## src/rtl/pc_fetch_unit_pkg.sv

```systemverilog
// Shared constants and types for the instruction-fetch stage: FSM state
// encodings, the NOP instruction, the PC step and a word-alignment helper.
package pc_fetch_unit_pkg;

    typedef enum logic [1:0] {
        ST_IDLE  = 2'b00,
        ST_REQ   = 2'b01,
        ST_WAIT  = 2'b10,
        ST_DRAIN = 2'b11
    } fetch_state_e;

    localparam logic [31:0] NOP_INSTR_DEF = 32'h0000_0013;
    localparam logic [31:0] PC_STEP       = 32'd4;
    localparam logic [31:0] WORD_MASK     = 32'hFFFF_FFFC;

    function automatic logic [31:0] word_align(input logic [31:0] addr);
        return addr & WORD_MASK;
    endfunction

endpackage

```

## src/rtl/pc_fetch_unit_fetch_out_reg.sv

```systemverilog
// Fetch output register (valid/instr/pc) with flush > load > consume priority.
module fetch_out_reg
    import pc_fetch_unit_pkg::*;
#(
    parameter logic [31:0] RESET_PC  = 32'h0000_0000,
    parameter logic [31:0] NOP_INSTR = NOP_INSTR_DEF
) (
    input  logic        clk,
    input  logic        rst,
    input  logic        load,
    input  logic        consume,
    input  logic        flush,
    input  logic [31:0] load_instr,
    input  logic [31:0] load_pc,
    output logic        out_valid,
    output logic [31:0] out_instr,
    output logic [31:0] out_pc
);

    logic        valid_d, valid_q;
    logic [31:0] instr_d, instr_q;
    logic [31:0] pc_d, pc_q;

    // Next-state for the output register; a flush keeps the old pc for debug visibility.
    always_comb begin
        valid_d = valid_q;
        instr_d = instr_q;
        pc_d    = pc_q;
        if (flush) begin
            valid_d = 1'b0;
            instr_d = NOP_INSTR;
        end else if (load) begin
            valid_d = 1'b1;
            instr_d = load_instr;
            pc_d    = load_pc;
        end else if (consume) begin
            valid_d = 1'b0;
        end else begin
            valid_d = valid_q;
        end
    end

    // Output register state.
    always_ff @(posedge clk or posedge rst) begin
        if (rst) begin
            valid_q <= 1'b0;
            instr_q <= NOP_INSTR;
            pc_q    <= RESET_PC;
        end else begin
            valid_q <= valid_d;
            instr_q <= instr_d;
            pc_q    <= pc_d;
        end
    end

    assign out_valid = valid_q;
    assign out_instr = instr_q;
    assign out_pc    = pc_q;

endmodule

```

## src/rtl/pc_fetch_unit.sv

```systemverilog
// RV32 instruction-fetch stage: PC, one-outstanding imem request FSM, redirect/drain.
// Optional misaligned-redirect trap is enabled with `define FETCH_MISALIGN_TRAP_EN.
module pc_fetch_unit
    import pc_fetch_unit_pkg::*;
#(
    parameter logic [31:0] RESET_PC  = 32'h0000_0000,
    parameter logic [31:0] NOP_INSTR = NOP_INSTR_DEF
) (
    input  logic        clk,
    input  logic        rst,
    output logic        imem_req_valid,
    input  logic        imem_req_ready,
    output logic [31:0] imem_req_addr,
    input  logic        imem_rsp_valid,
    input  logic [31:0] imem_rsp_data,
    input  logic        redirect_valid,
    input  logic [31:0] redirect_pc,
    input  logic        stall,
    output logic        if_valid,
    output logic [31:0] if_instr,
    output logic [31:0] if_pc
`ifdef FETCH_MISALIGN_TRAP_EN
    ,
    output logic        misalign_trap
`endif
);

    fetch_state_e state_d, state_q;
    logic [31:0]  pc_d, pc_q;
    logic [31:0]  req_pc_d, req_pc_q;
    logic         req_fire_s;
    logic         out_load_s;
    logic         out_consume_s;
    logic [31:0]  redir_target_s;

`ifdef FETCH_MISALIGN_TRAP_EN
    logic park_d, park_q;
    logic trap_d, trap_q;
    logic redir_misaligned_s;

    assign redir_misaligned_s = (redirect_pc[1:0] != 2'b00);
    assign imem_req_valid     = (state_q == ST_REQ) && !(if_valid && stall) && !park_q;
    assign misalign_trap      = trap_q;
`else
    assign imem_req_valid     = (state_q == ST_REQ) && !(if_valid && stall);
`endif

    assign redir_target_s = word_align(redirect_pc);
    assign req_fire_s     = imem_req_valid && imem_req_ready;
    assign imem_req_addr  = word_align(pc_q);
    assign out_consume_s  = if_valid && !stall;

    // FSM next-state and PC update; a redirect overrides the normal flow.
    always_comb begin
        state_d    = state_q;
        pc_d       = pc_q;
        req_pc_d   = req_pc_q;
        out_load_s = 1'b0;
`ifdef FETCH_MISALIGN_TRAP_EN
        park_d     = park_q;
        trap_d     = 1'b0;
`endif
        case (state_q)
            ST_IDLE: state_d = ST_REQ;
            ST_REQ: begin
                if (req_fire_s) begin
                    req_pc_d = pc_q;
                    pc_d     = pc_q + PC_STEP;
                    state_d  = ST_WAIT;
                end else begin
                    state_d  = ST_REQ;
                end
            end
            ST_WAIT: begin
                if (imem_rsp_valid) begin
                    out_load_s = 1'b1;
                    state_d    = ST_REQ;
                end else begin
                    state_d    = ST_WAIT;
                end
            end
            ST_DRAIN: begin
                if (imem_rsp_valid) begin
                    state_d = ST_REQ;
                end else begin
                    state_d = ST_DRAIN;
                end
            end
            default: state_d = ST_IDLE;
        endcase

        if (redirect_valid) begin
            out_load_s = 1'b0;
            // A response landing in DRAIN is the one being drained, so leave DRAIN then.
            case (state_q)
                ST_REQ:   state_d = req_fire_s ? ST_DRAIN : ST_REQ;
                ST_WAIT:  state_d = imem_rsp_valid ? ST_REQ : ST_DRAIN;
                ST_DRAIN: state_d = imem_rsp_valid ? ST_REQ : ST_DRAIN;
                default:  state_d = ST_REQ;
            endcase
`ifdef FETCH_MISALIGN_TRAP_EN
            if (redir_misaligned_s) begin
                pc_d   = pc_q;
                park_d = 1'b1;
                trap_d = 1'b1;
            end else begin
                pc_d   = redir_target_s;
                park_d = 1'b0;
            end
`else
            pc_d = redir_target_s;
`endif
        end else begin
            out_load_s = out_load_s;
        end
    end

    // FSM and PC state.
    always_ff @(posedge clk or posedge rst) begin
        if (rst) begin
            state_q  <= ST_IDLE;
            pc_q     <= word_align(RESET_PC);
            req_pc_q <= word_align(RESET_PC);
        end else begin
            state_q  <= state_d;
            pc_q     <= pc_d;
            req_pc_q <= req_pc_d;
        end
    end

`ifdef FETCH_MISALIGN_TRAP_EN
    // Park flag and one-cycle trap pulse for rejected misaligned redirects.
    always_ff @(posedge clk or posedge rst) begin
        if (rst) begin
            park_q <= 1'b0;
            trap_q <= 1'b0;
        end else begin
            park_q <= park_d;
            trap_q <= trap_d;
        end
    end
`endif

    fetch_out_reg #(
        .RESET_PC  (RESET_PC),
        .NOP_INSTR (NOP_INSTR)
    ) u_out_reg (
        .clk        (clk),
        .rst        (rst),
        .load       (out_load_s),
        .consume    (out_consume_s),
        .flush      (redirect_valid),
        .load_instr (imem_rsp_data),
        .load_pc    (req_pc_q),
        .out_valid  (if_valid),
        .out_instr  (if_instr),
        .out_pc     (if_pc)
    );

endmodule

```

## config.mk

```make
export PLATFORM = sky130hd
export DESIGN_NAME = pc_fetch_unit
export DESIGN_NICKNAME = d
export VERILOG_FILES = /design/src/rtl/pc_fetch_unit_pkg.sv /design/src/rtl/pc_fetch_unit_fetch_out_reg.sv /design/src/rtl/pc_fetch_unit.sv
export SDC_FILE = /design/constraint.sdc
export NUM_CORES = 1
export LEC_CHECK = 0
export ABC_AREA = 1
export CAP_MARGIN = 30
export CORE_MARGIN = 2
export CORE_UTILIZATION = 35
export CTS_BUF_LIST = sky130_fd_sc_hd__clkbuf_4 sky130_fd_sc_hd__clkbuf_8
export DETAILED_ROUTE_END_ITERATION = 7
export PLACE_DENSITY = 0.71
export SLEW_MARGIN = 0
export SYNTH_ARGS = -nofsm -noshare
export SYNTH_HDL_FRONTEND = slang
export SYNTH_HIERARCHICAL = 1
export SYNTH_SLANG_ARGS = --single-unit
```

## constraint.sdc

```tcl
create_clock -name clk -period 4.9 [get_ports clk]
set_clock_uncertainty 0.05 [all_clocks]
set_input_delay 0.49 -clock clk [delete_from_list [all_inputs] [get_ports clk]]
set_output_delay 0.49 -clock clk [all_outputs]
set_load 0.01 [all_outputs]
```

**After elaboration in Yosys (flattened, before gate mapping)**

Cells that the tools add are included.

- Bits of input ports: 70
- Output and inout bits: 98
- Register bits: 131
- Logic and storage cells: 44

- Reductions and logical operators: 15
- Bitwise logic cells: 1
- Eq/ne operators: 3
- Add/sub/neg operators: 1
- Muxes and demuxes: 18

Operator list:

| cell | number |
|---|---|
| two-way mux 32 bit | 5 |
| adder 32 x 3 -> 32 bit (second input constant) | 1 |
| two-way mux 2 bit | 5 |
| case mux 2 bit (4 select lines) | 1 |
| two-way mux 1 bit | 6 |
| AND reduction 2 bit | 3 |
| nonzero test 2 bit | 3 |
| equality test 2 bit (second input constant) | 2 |
| logical AND 1 bit | 4 |
| case mux 2 bit (2 select lines) | 1 |
| nonzero test 3 bit | 1 |
| equality test 2 x 1 -> 1 bit (second input constant) | 1 |
| zero test 1 bit | 2 |
| zero test 2 bit | 1 |
| OR reduction 2 bit | 1 |
| NOT 1 bit | 1 |

**Depth between registers and ports, before layout**

Gate-level depths: netlist (run 1).

- Depth after elaboration: 7
- Mapped depth: 9
- Mapped depth without buffers: 9

**Hierarchy**

Netlist (run 1), hierarchy kept.

By module, submodules not included:

| module | cells each | area each (um^2) | sequential area each (um^2) | times used |
|---|---|---|---|---|
| pc_fetch_unit | 472 | 3,463.3 | 1,551.5 | 1 |
| fetch_out_reg | 283 | 2,548.7 | 1,630.3 | 1 |

**Worst setup path before layout (run 1)**

Ideal clock, no wire load.

- Path type: input -> register
- Start point: input redirect_valid
- End point: register u_out_reg.pc_q[23], in the netlist u_out_reg/out_pc[23]
- Required time: 4,784 ps
- Arrival: 1,725 ps
- Stages: 7
- Setup slack: 3,059 ps
- Path buffers: 4
- Library setup time: 66 ps
- Cells stage by stage: clkbuf_1 > clkbuf_1 > nor3_1 > buf_2 > buf_2 > nand3_1 > nand2_1

- Longest elaborated chain between the ends: 2

RTL lines:

| element | line | source |
|---|---|---|
| start, declared | pc_fetch_unit.sv:16 | `input logic redirect_valid,` |
| two-way mux 1 bit | pc_fetch_unit.sv:92 | `if (redirect_valid) begin` |
| via out_load_s | pc_fetch_unit.sv:32 | `logic out_load_s;` |
| AND reduction 2 bit (no line) | - |  |
| end signal, assigned | pc_fetch_unit_fetch_out_reg.sv:52 | `pc_q <= pc_d;` |
| end, declared | pc_fetch_unit_fetch_out_reg.sv:22 | `logic [31:0] pc_d, pc_q;` |

The timed path passes the listed nets, and every way through them passes these cells.
A chain may end at the register's enable or synchronous reset.

**Worst setup path in the final report (run 1)**

- Start point: input redirect_valid
- End point: register u_out_reg.pc_q[28], in the netlist u_out_reg/out_pc[28]

The elaborated chain is that of the path after synthesis.

==> results.yml, run 1 <==
power:
  ir_drop_mv: 0.1698
  leakagePower_nw: 3.984
  power.density_mw_per_mm2: 365.5
  power_mw: 3.042
drt:
  drt_iter0_markers: 347
  vias: 5383
  drt-pass1-iter-count: 5
  routed_wl_um: 16100
  avgRoutedWirePerCell_um: 14.05
  ant_nets: 0
  routed_via_density: 4.697
  drc: 0
clock_tree:
  clock-sinks: 127
  clk_latency_ns: 0.44
  cts_hold_buf: 0
  cts_tree: "built"
  path_clk_slew_ns: 0.07
  cts_resized: 0
  cts_max_level: 4
  cts_setup_buffers: 0
  cts_buffers: 17
  clock_path_buffers: 2
  root_buffer: "clkbuf_8"
global_routing:
  first_global_vias: 5094
  grt_max_degree: 66
  grt_util_all_layers: 0.1830
  grt_antenna_before_repair: 0
  grt_pass1_wl_um: 26090
  grt_overflow: 0
hold_path:
  hold_path.class: "reg -> reg"
  min_to: "u_out_reg/out_instr[1]"
  hold_path_depth: 2
  worstHoldStart: "u_out_reg/out_instr[1]"
synth:
  ys.flop_type: "dfrtp_1"
  synth_cell_types: 32
  ys_warn_count: 6
  synth-async-reset-ratio: 1.000
  syn_area_per_cell_um2: 7.963
  ys_seq_area_frac: 0.5292
  syn_area_mm2: 0.006012
  synth_cells: 755
  ys_ff_latch: 127
  synth-edff-count: 0
die:
  rows: 47
  die_h_um: 135.1
  dieArea_mm2: 0.01824
  fp.dieW_um: 135.1
  core_mm2: 0.01670
  initial_utilization: 0.3600
  ioPinCount: 168
place:
  post-dp-hpwl_um: 11760
  io_buffers: 163
  place_congestion: 0.9185
sta:
  fmax_mhz: 374.2
  period_needed_ns: 2.672
  setup_viol: 0
  tns_ns: 0
  tightest_slew_ns: 0.7974
  hold_viol_final: 0
  rsz0062_at_grt: "false"
  post-route-period-util: 0.5454
  drv_slew: 0
  slew_headroom: 0.4679
layout:
  final_layout_size_suffix_gt1_frac: 0.07991
  finalNetCount: 985
  syn2layout_area_growth_pct: 38.44
  n_antenna_cell: 0
  nFillCells: 1618
critical_path:
  cp_common_cell: "nand2_1"
  r2r_end: "state_q[0]"
  r2r-start: "u_out_reg/out_valid"
  path_max_fanout: 65
  required_ns: 5.17
  crit_buf_inv: 2
  r2r_setup_slack_ns: 2.53
  criticalPathCategory: "in -> reg"
  path_cells: "clkdlybuf4s50_1 -> nor3_2 -> buf_4 -> nand2_2 -> nand2_1 -> nand2_1"
  r2r.worst_path.cells: 7
  slowest_delay_ns: 0.71
  start_kind: "primary input"
  critPathSlowestCell: "clkdlybuf4s50_1"
  crit_path_end_kind: "flip-flop"
  crit_arrival_ns: 2.94
  crit_family: "buffers and inverters"
outcome:
  status: "finished, final reports clean"
job:
  cap_violations: 0
-- kinds of logic (layout without fill, tap and decap cells) --
kind of cell             count (synthesis)  after routing  share of synthesized area
flip-flops                             127            127                     0.5292
other                                    1              4                  0.0006238
buffers and inverters                   95            263                    0.06431
XOR/XNOR                                 5              5                   0.007284
AO/OA/AOI/OAI                           68             68                    0.05973
AND/OR/NAND/NOR                        458            458                     0.3367
adder cells (fa/ha/maj)                  1              1                   0.002081
-- per-layer routing --
layer  global-route usage  wire length [um]
met1               0.2600              7733
met2               0.2679              6997
met3              0.04880              1112
met4              0.06887               257
met5                    0                 0
-- cell usage in the layout (no fill, tap or decap) --
master / count
o41ai_1: 1
clkbuf_4: 3
a21oi_1: 4
nand2_1: 293
bufinv_16: 3
clkdlybuf4s50_1: 163
inv_2: 5
clkinv_1: 1
o211ai_1: 2
nand2_2: 6
nand4_4: 1
nand2_8: 1
dfstp_2: 3
and3_1: 1
ha_1: 1
nor2_4: 7
buf_16: 2
nor2_1: 29
nor2_8: 2
conb_1: 4
clkinv_2: 2
nand2_4: 2
clkbuf_8: 23
o21bai_1: 4
nand3_1: 106
xnor2_1: 1
nor2_2: 6
inv_1: 54
o21ai_1: 10
buf_4: 7
and2_1: 3
nor3_2: 1
o21ai_0: 47
xor2_1: 4
dfrtp_1: 124
-- cell type report --
type                       instances  area (um2)  share of cell area
timing repair buffer             172        1739              0.2090
multi-input combinational        536        2462              0.2959
inverter                          60       225.2             0.02706
clock inverter                     5       100.1             0.01203
tap                              220       275.3             0.03307
sequential                       127        3182              0.3823
clock buffer                      26       339.1             0.04074
-- power breakdown --
part           internal (mW)  total, mW  switching [mW]
combinational          0.334      0.685           0.351
clock                  0.598      0.980           0.381
sequential              1.24       1.38           0.142
-- flip-flops by register name, indices dropped and copies added (netlist names) --
name                 flops
u_out_reg/out_instr     32
u_out_reg/out_pc        32
pc_q                    30
req_pc_q                30
state_q                  2
u_out_reg/out_valid      1
-- metrics by stage --
step | utilization | hold slack [ns] | worst slack (ns) | instances | cell area [um2]
floorplan | - | 0.3996 | 2.739 | 758 | 6023
global placement | 0.4688 | 0.4028 | 1.707 | 1113 | 7829
detailed placement | 0.4721 | 0.4075 | 1.785 | 1115 | 7884
CTS | 0.4984 | 0.4199 | 2.266 | 1146 | 8323
global route | 0.4984 | 0.4360 | 2.037 | 1146 | 8323
finish | 0.4984 | 0.4166 | 2.228 | 1146 | 8323
-- synthesized netlist by cell type (4+ instances only) --
cell type,number,area [um2]
nand2_1,293,1100
dfrtp_1,124,3103
nand3_1,106,530.5
inv_1,56,210.2
o21ai_0,47,235.2
nor2_1,30,112.6
buf_2,18,90.09
clkbuf_1,14,52.55
o21ai_1,10,50.05
nor2_4,7,78.83
nand2_2,6,37.54
nor2_2,5,31.28
a21oi_1,4,20.02
o21bai_1,4,30.03
xor2_1,4,35.03
-- worst max path at each step --
| stage | from | to | cells after the start |
|---|---|---|---|
| 3_3_place_gp | redirect_valid | u_out_reg/out_pc[19] | 5 |
| 5_1_grt | redirect_valid | u_out_reg/out_pc[19] | 6 |
| 4_1_cts | redirect_valid | u_out_reg/out_pc[16] | 6 |
| 3_5_place_dp | redirect_valid | u_out_reg/out_pc[28] | 6 |
| 2_1_floorplan | rst | u_out_reg/out_instr[10] | 1 |
| 6_report | redirect_valid | u_out_reg/out_pc[28] | 6 |
-- worst reg2reg max path, delay by kind of cell, from the launching register on --
family	cells	cell delay (ns)
flip-flops	1	0.40
buffers and inverters	3	0.69
AO/OA/AOI/OAI	1	0.13
AND/OR/NAND/NOR	3	0.98
Power figures use the tool's default switching activity.
==> run 2, diff against run 1 <==
==> constraint.sdc (replaced) <==
create_clock -name clk -period 2.5 [get_ports clk]
set_clock_uncertainty 0.05 [all_clocks]
set_input_delay 0.25 -clock clk [delete_from_list [all_inputs] [get_ports clk]]
set_output_delay 0.25 -clock clk [all_outputs]
set_load 0.01 [all_outputs]
==> results.yml, run 2 (synthesized netlist as in run 1, its figures left out) <==
outcome:
  status: "finished, final reports clean"
layout:
  final_layout_size_suffix_gt1_frac: 0.08387
  finalNetCount: 989
  final_cell_mix: "293 x nand2_1, 163 x clkdlybuf4s50_1, 124 x dfrtp_1"
  final_common_cell: "nand2_1"
  syn2layout_area_growth_pct: 37.94
  final_cells: 1150
  n_antenna_cell: 0
global_routing:
  grt_max_degree: 48
  grt_antenna_before_repair: 0
  grt_overflow: 0
  grt_pass1_wl_um: 26120
  first_global_vias: 5116
  grt_util_all_layers: 0.1824
die:
  ioPinCount: 168
  dieArea_mm2: 0.01824
  rows: 47
  core_mm2: 0.01670
  die_h_um: 135.1
  fp.dieW_um: 135.1
  initial_utilization: 0.3600
clock_tree:
  cts_buffers: 17
  cts_resized: 0
  cts_hold_buf: 0
  path_clk_slew_ns: 0.07
  cts_tree: "built"
  clk_latency_ns: 0.44
  clock-sinks: 127
  clock_path_buffers: 2
  cts_max_level: 4
  root_buffer: "clkbuf_8"
  cts_setup_buffers: 0
critical_path:
  crit_arrival_ns: 1.75
  path_cells: "nand2_1 -> and3_1 -> clkdlybuf4s50_1"
  r2r_setup_slack_ns: 0.80
  start_kind: "flip-flop"
  path_max_fanout: 4
  required_ns: 2.20
  crit_path_end_kind: "primary output"
  criticalPathCategory: "reg -> out"
  critPathSlowestCell: "clkdlybuf4s50_1"
  slowest_delay_ns: 0.53
sta:
  setup_viol: 0
  drv_slew: 0
  tns_ns: 0
  tightest_slew_ns: 0.7219
  slew_headroom: 0.5180
  hold_viol_final: 0
  post-route-period-util: 0.8199
  rsz0062_at_grt: "false"
  fmax_mhz: 487.9
  period_needed_ns: 2.050
drt:
  drc: 0
  drt-pass1-iter-count: 5
  vias: 5358
  routed_via_density: 4.659
  avgRoutedWirePerCell_um: 14.04
  drt_iter0_markers: 312
  routed_wl_um: 16150
  ant_nets: 0
place:
  place_inst: 1119
  place_congestion: 0.9086
  post-dp-hpwl_um: 12000
  io_buffers: 163
power:
  ir_drop_mv: 0.3588
  power.density_mw_per_mm2: 703.2
  leakagePower_nw: 3.980
hold_path:
  hold_path.class: "in -> async"
job:
  cap_violations: 0
run 2: final timing paths:
path,start,to,cells past startpoint
worst max-delay path,u_out_reg/out_valid,imem_req_valid,3
worst min-delay path,rst,u_out_reg/out_instr[2],2
worst max register to register,u_out_reg/out_valid,pc_q[13],6
worst min register to register,u_out_reg/out_pc[20],u_out_reg/out_pc[20],2
max in group asynchronous,rst,u_out_reg/out_pc[16],3
min in group clk,imem_rsp_data[2],u_out_reg/out_instr[2],3
run 2: final cells by class:
| class | instances | area (um2) |
|---|---|---|
| clock buffers | 23 | 279.0 |
| clock inverters | 8 | 115.1 |
| fillers | 1631 | 8408 |
| inverters | 60 | 225.2 |
| multi-input cells | 536 | 2462 |
| flip-flops and latches | 127 | 3182 |
| well taps | 220 | 275.3 |
| repair buffers | 176 | 1754 |
run 2: layer usage:
layer  track usage  share of wire  up-vias  routed length [um]
li1              -              -     2721                   -
met1        0.2529           0.48     2427                7717
met2        0.2747           0.44      188                7030
met3       0.04730          0.068       22                1093
met4       0.07002          0.019        0                 306
met5             0              0        -                   0
run 2: through the flow:
step / util / hold slack, ns / cell area [um2] / total power, mW / worst slack, ns
finish: 0.4966 / 0.2592 / 8293 / 5.832 / 0.4503
global route: 0.4966 / 0.3075 / 8293 / 6.180 / 0.3838
CTS: 0.4966 / 0.2685 / 8293 / 5.899 / 0.4042
detailed placement: 0.4730 / 0.4080 / 7899 / 4.088 / 0.3560
global placement: 0.4730 / 0.4027 / 7899 / 4.059 / 0.4145
floorplan: - / 0.2961 / 6023 / 3.333 / 0.5785
run 2: where the power goes:
| group | leakage, nW | internal, mW | switching [mW] |
|---|---|---|---|
| registers | 1.65 | 2.42 | 0.277 |
| logic | 2.12 | 0.656 | 0.687 |
| clock network | 0.212 | 1.04 | 0.754 |
| total | 3.98 | 4.11 | 1.72 |
run 2: critical path, delay by kind of cell (launching register included):
kind	cells	cell delay, ns
buf+inv	1	0.53
flops	1	0.41
simple gates	2	0.37
==> run 3, diff against run 2 <==
--- a/config.mk
+++ b/config.mk
@@ -11,7 +11,7 @@
 export CORE_UTILIZATION = 35
 export CTS_BUF_LIST = sky130_fd_sc_hd__clkbuf_4 sky130_fd_sc_hd__clkbuf_8
 export DETAILED_ROUTE_END_ITERATION = 7
-export PLACE_DENSITY = 0.71
+export PLACE_DENSITY = 0.73
 export SLEW_MARGIN = 0
 export SYNTH_ARGS = -nofsm -noshare
 export SYNTH_HDL_FRONTEND = slang
==> constraint.sdc (replaced) <==
create_clock -name clk -period 1.8 [get_ports clk]
set_clock_uncertainty 0.05 [all_clocks]
set_input_delay 0.18 -clock clk [delete_from_list [all_inputs] [get_ports clk]]
set_output_delay 0.18 -clock clk [all_outputs]
set_load 0.01 [all_outputs]
==> results.yml, run 3 (synthesized netlist as in run 1, its figures left out) <==
outcome:
  status: "finished, final reports clean"
global_routing:
  grt_pass1_wl_um: 26390
  grt_busiest_layer: "met2"
  first_global_vias: 5155
  grt_antenna_before_repair: 0
  grt_max_degree: 63
  grtUsageMet1: 0.2581
  use_met2: 0.2814
  grt_util_all_layers: 0.1835
  grt_overflow: 0
  met3_usage: 0.04129
drt:
  drt_iter0_markers: 269
  routed_via_density: 4.668
  vias: 5438
  avgRoutedWirePerCell_um: 13.99
  routed_wl_um: 16300
  ant_nets: 0
  drc: 0
  drt-pass1-iter-count: 5
critical_path:
  path_cells: "clkdlybuf4s50_1"
  path_max_fanout: 2
  required_ns: 1.57
  critPathSlowestCell: "clkdlybuf4s50_1"
  crit_family: "buffers and inverters"
  crit_arrival_ns: 1.49
  criticalPathCategory: "reg -> out"
  start_kind: "flip-flop"
  crit_path_end_kind: "primary output"
  slowest_delay_ns: 0.54
  crit_buf_inv: 1
die:
  fp.dieW_um: 135.1
  ioPinCount: 168
  die_h_um: 135.1
  initial_utilization: 0.3600
  core_mm2: 0.01670
  rows: 47
  dieArea_mm2: 0.01824
layout:
  final_common_cell: "nand2_1"
  final_layout_size_suffix_gt1_frac: 0.1016
  final_cell_mix: "292 x nand2_1, 161 x clkdlybuf4s50_1, 122 x dfrtp_1"
  finalNetCount: 1003
  final_cells: 1165
  design_area_mm2: 0.008554
  n_antenna_cell: 0
  syn2layout_area_growth_pct: 42.29
power:
  power_mw: 8.486
  ir_drop_mv: 0.5300
  leakagePower_nw: 4.110
  power.density_mw_per_mm2: 992.0
job:
  cap_violations: 0
sta:
  post-route-period-util: 0.9551
  setup_viol: 0
  rsz0062_at_grt: "false"
  period_needed_ns: 1.719
  drv_slew: 0
  fmax_mhz: 581.7
  hold_viol_final: 0
  postLayoutSetupSlackWorst_ns: 0.08082
  tns_ns: 0
place:
  place_area_mm2: 0.008073
  post-dp-hpwl_um: 12090
  dp_slack_ns: 0.03545
  place_inst: 1130
  io_buffers: 163
  place_congestion: 0.8806
clock_tree:
  cts_max_level: 4
  path_clk_slew_ns: 0.07
  clock-sinks: 127
  cts_tree: "built"
  root_buffer: "clkbuf_8"
  clock_path_buffers: 2
  clk_latency_ns: 0.43
  cts_buffers: 17
hold_path:
  hold_path.class: "in -> async"
## run 3: cell count changes in the layout (fill, tap and decap cells not counted), sizes merged, moves of 2 or more
cell | previous run | this run
clkinvlp | 0 | 3
clkbuf | 23 | 20
buf | 13 | 27
clkdlybuf4s50 | 163 | 161
bufinv | 3 | 5
## run 3: layout make-up
cell class	instances	area, um2
clock buffer	20	262.8
clock inverter	12	190.2
fill	1614	8147
inverter	60	229.0
multi-input combinational	536	2465
sequential	127	3184
tap	220	275.3
timing repair buffer	190	1948
## run 3: worst register-to-register path, stage by stage, from the launching register on
cell	delay, ns
dfrtp_1	0.39
ha_1	0.21
nand2_2	0.08
nor2_4	0.17
nand2_4	0.12
nor2_2	0.20
nand3_1	0.11
nand3_1	0.09
nand2_1	0.06
## run 3: metrics by stage
stage | utilization | hold WS, ns
floorplan | - | 0.2261
global placement | 0.4834 | 0.4019
detailed placement | 0.4834 | 0.4077
CTS | 0.5110 | 0.1695
global route | 0.5122 | 0.1919
finish | 0.5122 | 0.1885
## run 3: routing by layer
layer	wire, um	part of all wire
met2	7240	0.44
met3	1012	0.062
met4	198	0.012
met5	0	0
met1	7844	0.48
## run 3: power by group
| group | switching, mW | internal [mW] | total, mW |
|---|---|---|---|
| combinational | 0.972 | 0.964 | 1.94 |
| sequential | 0.383 | 3.36 | 3.75 |
| clock | 1.10 | 1.70 | 2.80 |
| total | 2.45 | 6.03 | 8.49 |
## run 3: final timing paths
path,cells after the start,slack [ns],startpoint,end
setup / recovery,1,0.08,u_out_reg/out_instr[1],if_instr[1]
hold / removal,3,0.19,rst,req_pc_q[26]
setup reg to reg,8,0.22,pc_q[2],pc_q[28]
hold reg to reg,2,0.42,u_out_reg/out_instr[17],u_out_reg/out_instr[17]
max in group asynchronous,3,1.13,rst,u_out_reg/out_instr[4]
min in group clk,3,0.25,imem_rsp_data[7],u_out_reg/out_instr[7]
## run 3: timing repair
item	4_1_cts	5_1_grt
endpoints found under the setup margin	1	5
resized for setup	2	3
hold buffers	0	0
setup buffers	1	2
cloned	0	0
